==> config.mk <==
export PLATFORM = sky130hd
export DESIGN_NAME = udp_rx_flat
export DESIGN_NICKNAME = d
export VERILOG_FILES = /design/src/rtl/udp_rx_if.sv /design/src/rtl/udp_rx.sv /design/src/flat_wrapper.sv
export SDC_FILE = /design/constraint.sdc
export NUM_CORES = 1
export LEC_CHECK = 0
export ABC_AREA = 1
export CORE_ASPECT_RATIO = 0.5
export CORE_MARGIN = 4
export CORE_UTILIZATION = 54
export CTS_CLUSTER_DIAMETER = 40
export DETAILED_ROUTE_END_ITERATION = 10
export PLACE_DENSITY = 0.75
export SLEW_MARGIN = 25
export SYNTH_ARGS = -nofsm -noshare
export SYNTH_HDL_FRONTEND = slang
export SYNTH_SLANG_ARGS = --single-unit
export TNS_END_PERCENT = 1
==> constraint.sdc <==
create_clock -name gmii_rx_clk -period 5.8 [get_ports gmii_rx_clk]
set_clock_uncertainty 0.2 [all_clocks]
set_input_delay 1.74 -clock gmii_rx_clk [delete_from_list [all_inputs] [get_ports gmii_rx_clk]]
set_output_delay 1.74 -clock gmii_rx_clk [all_outputs]
set_load 0.01 [all_outputs]
==> src/rtl/udp_rx_if.sv <==
// ---------------------------------------------------------------------------
// udp_rx_if : GMII receive byte stream plus the packed payload outputs of the
// UDP receive parser.
//   gmii_rx_dv / gmii_rxd        : byte valid / received byte (from the MAC side)
//   rec_en / rec_data            : payload word strobe / packed 32-bit word
//   rec_pkt_done / rec_byte_num  : end-of-payload pulse / payload byte count
// master : drives the GMII side, observes the payload side (bench / source)
// slave  : the parser itself
// ---------------------------------------------------------------------------
interface udp_rx_if;
   logic        gmii_rx_dv;
   logic [7:0]  gmii_rxd;
   logic        rec_en;
   logic [31:0] rec_data;
   logic        rec_pkt_done;
   logic [15:0] rec_byte_num;

   modport master (
      output gmii_rx_dv, gmii_rxd,
      input  rec_en, rec_data, rec_pkt_done, rec_byte_num
   );

   modport slave (
      input  gmii_rx_dv, gmii_rxd,
      output rec_en, rec_data, rec_pkt_done, rec_byte_num
   );
endinterface

==> src/rtl/udp_rx.sv <==
// ---------------------------------------------------------------------------
// udp_rx : Ethernet/IPv4/UDP receive parser on the GMII byte stream.
// Filters on destination MAC (board or broadcast), EtherType IPv4, protocol
// UDP and destination IP, strips all headers and packs the UDP payload
// big-endian into 32-bit words. FCS is not checked.
// Ports:
//   gmii_rx_clk : 125 MHz receive clock
//   sys_rst_n   : asynchronous active-low reset
//   rx (slave)  : gmii_rx_dv/gmii_rxd in, rec_en/rec_data/rec_pkt_done/
//                 rec_byte_num out
// ---------------------------------------------------------------------------
module udp_rx #(
   parameter logic [47:0] BOARD_MAC = 48'h112233445566,
   parameter logic [31:0] BOARD_IP  = 32'hC0A80180
) (
   input  logic     gmii_rx_clk,
   input  logic     sys_rst_n,
   udp_rx_if.slave  rx
);

   localparam logic [2:0] IDLE     = 3'd0;
   localparam logic [2:0] PREAMBLE = 3'd1;
   localparam logic [2:0] ETH_HEAD = 3'd2;
   localparam logic [2:0] IP_HEAD  = 3'd3;
   localparam logic [2:0] UDP_HEAD = 3'd4;
   localparam logic [2:0] RX_DATA  = 3'd5;
   localparam logic [2:0] DROP     = 3'd6;

   logic [2:0]  state;
   logic        wait_idle;
   logic [15:0] cnt;        // byte index inside the current header/preamble
   logic [3:0]  ihl;
   logic [15:0] udp_len;
   logic [15:0] data_cnt;   // payload bytes accepted so far
   logic [31:0] shreg;
   logic        ucast_ok;
   logic        bcast_ok;

   logic        rec_en;
   logic [31:0] rec_data;
   logic        rec_pkt_done;
   logic [15:0] rec_byte_num;

   logic        dv;
   logic [7:0]  rxd;
   logic        ucast_nxt;
   logic        bcast_nxt;
   logic [15:0] pay_len;
   logic        pay_last;
   logic [31:0] word_nxt;
   logic [31:0] word_algn;
   logic [15:0] hdr_last;

   assign dv  = rx.gmii_rx_dv;
   assign rxd = rx.gmii_rxd;

   assign rx.rec_en       = rec_en;
   assign rx.rec_data     = rec_data;
   assign rx.rec_pkt_done = rec_pkt_done;
   assign rx.rec_byte_num = rec_byte_num;

   function automatic logic [7:0] mac_byte(input logic [2:0] idx);
      case (idx)
         3'd0:    mac_byte = BOARD_MAC[47:40];
         3'd1:    mac_byte = BOARD_MAC[39:32];
         3'd2:    mac_byte = BOARD_MAC[31:24];
         3'd3:    mac_byte = BOARD_MAC[23:16];
         3'd4:    mac_byte = BOARD_MAC[15:8];
         default: mac_byte = BOARD_MAC[7:0];
      endcase
   endfunction

   function automatic logic [7:0] ip_byte(input logic [1:0] idx);
      case (idx)
         2'd0:    ip_byte = BOARD_IP[31:24];
         2'd1:    ip_byte = BOARD_IP[23:16];
         2'd2:    ip_byte = BOARD_IP[15:8];
         default: ip_byte = BOARD_IP[7:0];
      endcase
   endfunction

   always_comb begin
      // running match of the destination MAC, restarted on byte 0
      ucast_nxt = ((cnt == 16'd0) || ucast_ok) && (rxd == mac_byte(cnt[2:0]));
      bcast_nxt = ((cnt == 16'd0) || bcast_ok) && (rxd == 8'hFF);
      pay_len   = udp_len - 16'd8;
      pay_last  = (data_cnt + 16'd1) == pay_len;
      word_nxt  = {shreg[23:0], rxd};
      // left-align a short final word: shift by (3 - bytes_in_word_minus_1) bytes
      word_algn = word_nxt << {~data_cnt[1:0], 3'b000};
      hdr_last  = {10'd0, ihl, 2'b00} - 16'd1;
   end

   always_ff @(posedge gmii_rx_clk or negedge sys_rst_n) begin
      if (!sys_rst_n) begin
         state        <= IDLE;
         wait_idle    <= 1'b1;
         cnt          <= 16'd0;
         ihl          <= 4'd0;
         udp_len      <= 16'd0;
         data_cnt     <= 16'd0;
         shreg        <= 32'd0;
         ucast_ok     <= 1'b0;
         bcast_ok     <= 1'b0;
         rec_en       <= 1'b0;
         rec_data     <= 32'd0;
         rec_pkt_done <= 1'b0;
         rec_byte_num <= 16'd0;
      end else begin
         rec_en       <= 1'b0;
         rec_pkt_done <= 1'b0;

         if (state == IDLE) begin
            // after reset, never lock onto a frame that is already in flight
            if (wait_idle) begin
               if (!dv) wait_idle <= 1'b0;
            end else if (dv) begin
               cnt   <= 16'd1;
               state <= (rxd == 8'h55) ? PREAMBLE : DROP;
            end
         end else if (state == DROP) begin
            if (!dv) state <= IDLE;
         end else if (!dv) begin
            // frame ended early: partial word is discarded, no done pulse
            state <= IDLE;
         end else begin
            case (state)
               PREAMBLE: begin
                  if (rxd == 8'h55 && cnt < 16'd7) begin
                     cnt <= cnt + 16'd1;
                  end else if (rxd == 8'hD5 && cnt == 16'd7) begin
                     cnt   <= 16'd0;
                     state <= ETH_HEAD;
                  end else begin
                     state <= DROP;
                  end
               end

               ETH_HEAD: begin
                  cnt <= cnt + 16'd1;
                  if (cnt < 16'd6) begin
                     ucast_ok <= ucast_nxt;
                     bcast_ok <= bcast_nxt;
                     if (cnt == 16'd5 && !(ucast_nxt || bcast_nxt)) state <= DROP;
                  end else if (cnt == 16'd12) begin
                     if (rxd != 8'h08) state <= DROP;
                  end else if (cnt == 16'd13) begin
                     cnt   <= 16'd0;
                     state <= (rxd == 8'h00) ? IP_HEAD : DROP;
                  end
               end

               IP_HEAD: begin
                  cnt <= cnt + 16'd1;
                  if (cnt == 16'd0) begin
                     ihl <= rxd[3:0];
                     if (rxd[7:4] != 4'd4 || rxd[3:0] < 4'd5) state <= DROP;
                  end else if (cnt == 16'd9 && rxd != 8'd17) begin
                     state <= DROP;
                  end else if (cnt >= 16'd16 && cnt <= 16'd19 && rxd != ip_byte(cnt[1:0])) begin
                     state <= DROP;
                  end else if (cnt == hdr_last) begin
                     // options (if any) have been skipped by running cnt to IHL*4
                     cnt   <= 16'd0;
                     state <= UDP_HEAD;
                  end
               end

               UDP_HEAD: begin
                  cnt <= cnt + 16'd1;
                  if (cnt == 16'd4) begin
                     udp_len[15:8] <= rxd;
                  end else if (cnt == 16'd5) begin
                     udp_len[7:0] <= rxd;
                     if ({udp_len[15:8], rxd} < 16'd8) state <= DROP;
                  end else if (cnt == 16'd7) begin
                     if (udp_len == 16'd8) begin
                        // empty datagram: report completion without any data word
                        rec_pkt_done <= 1'b1;
                        rec_byte_num <= 16'd0;
                        state        <= DROP;
                     end else begin
                        data_cnt <= 16'd0;
                        state    <= RX_DATA;
                     end
                  end
               end

               RX_DATA: begin
                  shreg    <= word_nxt;
                  data_cnt <= data_cnt + 16'd1;
                  if (pay_last) begin
                     rec_en       <= 1'b1;
                     rec_data     <= word_algn;
                     rec_pkt_done <= 1'b1;
                     rec_byte_num <= pay_len;
                     state        <= DROP;
                  end else if (data_cnt[1:0] == 2'd3) begin
                     rec_en   <= 1'b1;
                     rec_data <= word_nxt;
                  end
               end

               default: state <= DROP;
            endcase
         end
      end
   end

endmodule
==> src/flat_wrapper.sv <==
// flat-port wrapper written by rule: the top's interface ports become plain ports
module udp_rx_flat 
#(
   parameter logic [47:0] BOARD_MAC = 48'h112233445566,
   parameter logic [31:0] BOARD_IP  = 32'hC0A80180
)
  (gmii_rx_clk, sys_rst_n, rx_gmii_rx_dv, rx_gmii_rxd, rx_rec_en, rx_rec_data, rx_rec_pkt_done, rx_rec_byte_num);
  udp_rx_if rx_i ();
  input  logic gmii_rx_clk;
  input  logic sys_rst_n;
  input wire logic [$bits(rx_i.gmii_rx_dv)-1:0] rx_gmii_rx_dv;
  input wire logic [$bits(rx_i.gmii_rxd)-1:0] rx_gmii_rxd;
  output wire logic [$bits(rx_i.rec_en)-1:0] rx_rec_en;
  output wire logic [$bits(rx_i.rec_data)-1:0] rx_rec_data;
  output wire logic [$bits(rx_i.rec_pkt_done)-1:0] rx_rec_pkt_done;
  output wire logic [$bits(rx_i.rec_byte_num)-1:0] rx_rec_byte_num;
  assign rx_i.gmii_rx_dv = rx_gmii_rx_dv;
  assign rx_i.gmii_rxd = rx_gmii_rxd;
  assign rx_rec_en = rx_i.rec_en;
  assign rx_rec_data = rx_i.rec_data;
  assign rx_rec_pkt_done = rx_i.rec_pkt_done;
  assign rx_rec_byte_num = rx_i.rec_byte_num;
  udp_rx #(.BOARD_MAC(BOARD_MAC), .BOARD_IP(BOARD_IP)) u_core (.gmii_rx_clk(gmii_rx_clk), .sys_rst_n(sys_rst_n), .rx(rx_i));
endmodule
==> results.txt <==
Async SR Flop Fraction = 100%
# rows = 32
largest net degree at the start of global routing = 104
CTS tree = built
Routed Antenna Nets = 0
PwrDens = 510 nW/um2
setup TNS = 0 ns
Synth Register Bits = 132
reg2reg start = u_core.data_cnt[0]
Reg clk slew, reported paths = 0.07 ns
worst hold slack = 0.268 ns
PostCTS Resize Cnt = 0
number of placed I/O pins = 61
period utilization = 76.4%
Placed Instances = 1503
Skew-Pair Late Insertion Delay = 0.43 ns
Worst setup SP type = primary input
Max Slew Vio Count = 0
Max Cap Viol = 0
endpoints failing setup = 0
TritonRoute pass-1 iters = 6
distinct cell type count after synthesis = 41
crit path launch = rx_gmii_rxd[3]
CP Class = in2reg
VDD IR max = 0.263 mV
RSZ-0062 raised after global routing = false
Pleak = 4.84 nW
sequential fraction of the synthesis area = 38.6%
Max-Slew Margin vs Limit = 42.3%
via/cell ratio = 5.64
Syn Inst Count = 1282
global-route wire length before repair = 40.8 mm
final core occ = 63.3%
CP max stage delay = 0.69 ns
pre-CTS setup slack = 1.01 ns
WP data arrival = 4.59 ns
slowest cell on the critical path = nor2_1
total grt overflow = 0
CTS Sinks = 132
Die Wd = 186 um
vias in the first global route = 8084
Die Span Y = 97.0 um
die area = 18000 um2
HP Start = u_core.wait_idle
Root Buffer = clkbuf_16
Final Non-Filler Cells = 1535
Ys Warns = 0
Total Power = 4.99 mW
Setup Fix Bufs, Post-CTS = 0
Area growth syn-to-layout = 14.3%
clock tree buffer depth = 2
Via Count = 8654
CP cell instances = clkdlybuf4s50_1 > inv_1 > nand4_1 > nor2_1 > nand3_1 > nor2_1 > nand3b_1 > nand2_1 > nor2_1 > nand4_1 > nand2_1
fin nets = 1338
EDFF count, synth = 0
worst path required time = 5.96 ns
DR DRC count = 0
# hold bufs at CTS = 0
Least-Margin Pin Slew = 0.863 ns
Filler Cells Inserted = 1437
status = complete, no violations
WL final = 24.5 mm
Num CTS Buffers = 17
Starting DRT DRC Count = 871
Max Fclk = 226 MHz
CP Buf/Inv Count = 2
wire per inst = 16.0 um
cell family with most CP delay = simple AND/OR/NAND/NOR gates
Synth Net Count = 1302
share of post-route cells with drive strength above 1 = 5.94%
initial antenna violation count = 0
syn_area_per_cell = 6.67 um2
All-Layer GR Usage = 27.8%
Worst path most repeated cell = nor2_1
Final WS setup = 1.37 ns
final critical-path required period = 4.43 ns
Initial Utilization = 55.3%
global placement routability congestion = 0.972
min-delay worst type = reg2reg
final hold vios = 0
placed instance area = 9210 um2
design area = 9780 um2
CP endpoint kind = flop
Crit Path Max Fanout = 12
multi-input logic area = 4510 um2
H-tree depth = 4
top_reg_cell synth = dfrtp_1
storage element area = 3300 um2
DP HPWL = 17.6 mm
Core Area = 15500 um2
synthesized cell area = 8550 um2
Port-buffer cells = 60
[layer usage]
| metal | GRT usage [%] | part of all wire [%] | vias to the layer above |
|---|---|---|---|
| met5 | 0 | 0 | - |
| met4 | 6.94 | 1.7 | 0 |
| met3 | 6.01 | 8.3 | 39 |
| met2 | 39.6 | 43 | 349 |
| met1 | 42.8 | 47 | 4080 |
| li1 | - | - | 4186 |
[Yosys cell counts (9+ instances only)]
cell | n | area [um2]
o21ai_1 | 10 | 50.1
nand3b_1 | 12 | 90.1
nor3_1 | 17 | 85.1
buf_2 | 15 | 75.1
nand4_1 | 21 | 131
nor2_1 | 105 | 394
nand3_1 | 109 | 546
nand2_1 | 470 | 1760
inv_1 | 122 | 458
a21oi_1 | 35 | 175
o21ai_0 | 109 | 546
clkbuf_1 | 22 | 82.6
o22ai_1 | 13 | 81.3
ha_1 | 9 | 113
dfrtp_1 | 131 | 3280
[registers in the layout, summed over array words and instances (netlist names)]
signal and count:
u_core.rx.rec_data 32, u_core.shreg 24, u_core.cnt 16, u_core.data_cnt 16
u_core.rx.rec_byte_num 16, u_core.udp_len 16, u_core.ihl 4, u_core.state 3
u_core.bcast_ok 1, u_core.rx.rec_en 1, u_core.rx.rec_pkt_done 1, u_core.ucast_ok 1
u_core.wait_idle 1
[report_power, final]
part | switching (mW) | internal, mW
sequential | 0.326 | 1.24
clock | 0.442 | 0.612
combinational | 1.55 | 0.823
[cell usage in the layout, fill, tap and decap left out, types with 4 or more instances in the layout]
master / instances
nand3b_1: 12
ha_1: 9
nor3_1: 17
nor2_1: 104
a21oi_1: 35
o21ai_1: 10
inv_1: 122
buf_4: 6
o22ai_1: 13
nand3_1: 109
nand4_1: 21
nor2_2: 8
clkdlybuf4s50_1: 59
clkinvlp_4: 5
nor2_4: 5
xnor2_1: 6
nand2_2: 7
o21ai_0: 109
nand2_1: 470
inv_2: 7
nor4_1: 4
xor2_1: 7
dfrtp_1: 131
clkbuf_16: 17
[cell families (layout without fill, tap and decap cells)]
logic type | Yosys count | count (layout) | synth area share [%]
AO/OA/AOI/OAI | 177 | 177 | 10.9
XOR/XNOR | 13 | 13 | 1.33
adder cells (fa/ha/maj) | 9 | 9 | 1.32
buffers and inverters | 180 | 228 | 8.65
flip-flops | 132 | 132 | 38.6
other | 0 | 1 | 0
AND/OR/NAND/NOR | 771 | 771 | 39.1
[final cells by class]
type | instances | share of cell area, %
diodes | 1 | 0.0256
clock buffers | 20 | 4.67
clock inverters | 11 | 1.06
inverters | 131 | 5.03
multi-input cells | 970 | 46.2
flip-flops and latches | 132 | 33.8
well taps | 204 | 2.61
repair buffers | 66 | 6.64
[final timing paths]
| kind | endpoint | slack, ns | cells after the start |
|---|---|---|---|
| worst max-delay path | u_core.cnt[10] | 1.37 | 11 |
| worst min-delay path | u_core.wait_idle | 0.27 | 2 |
| worst max register to register | u_core.rx.rec_data[27] | 1.38 | 13 |
| worst min register to register | u_core.wait_idle | 0.27 | 2 |
| max in group asynchronous | u_core.data_cnt[1] | 3.16 | 2 |
| min in group asynchronous | u_core.data_cnt[14] | 1.22 | 1 |
[worst min-delay path, delay by kind of cell, from the launching register on]
| kind | cells | cell delay, ns |
|---|---|---|
| DFF | 1 | 0.37 |
| AOI/OAI and AO/OA | 1 | 0.04 |
| buffers and inverters | 1 | 0.06 |
Note: power is estimated with default switching activity, not from simulation.
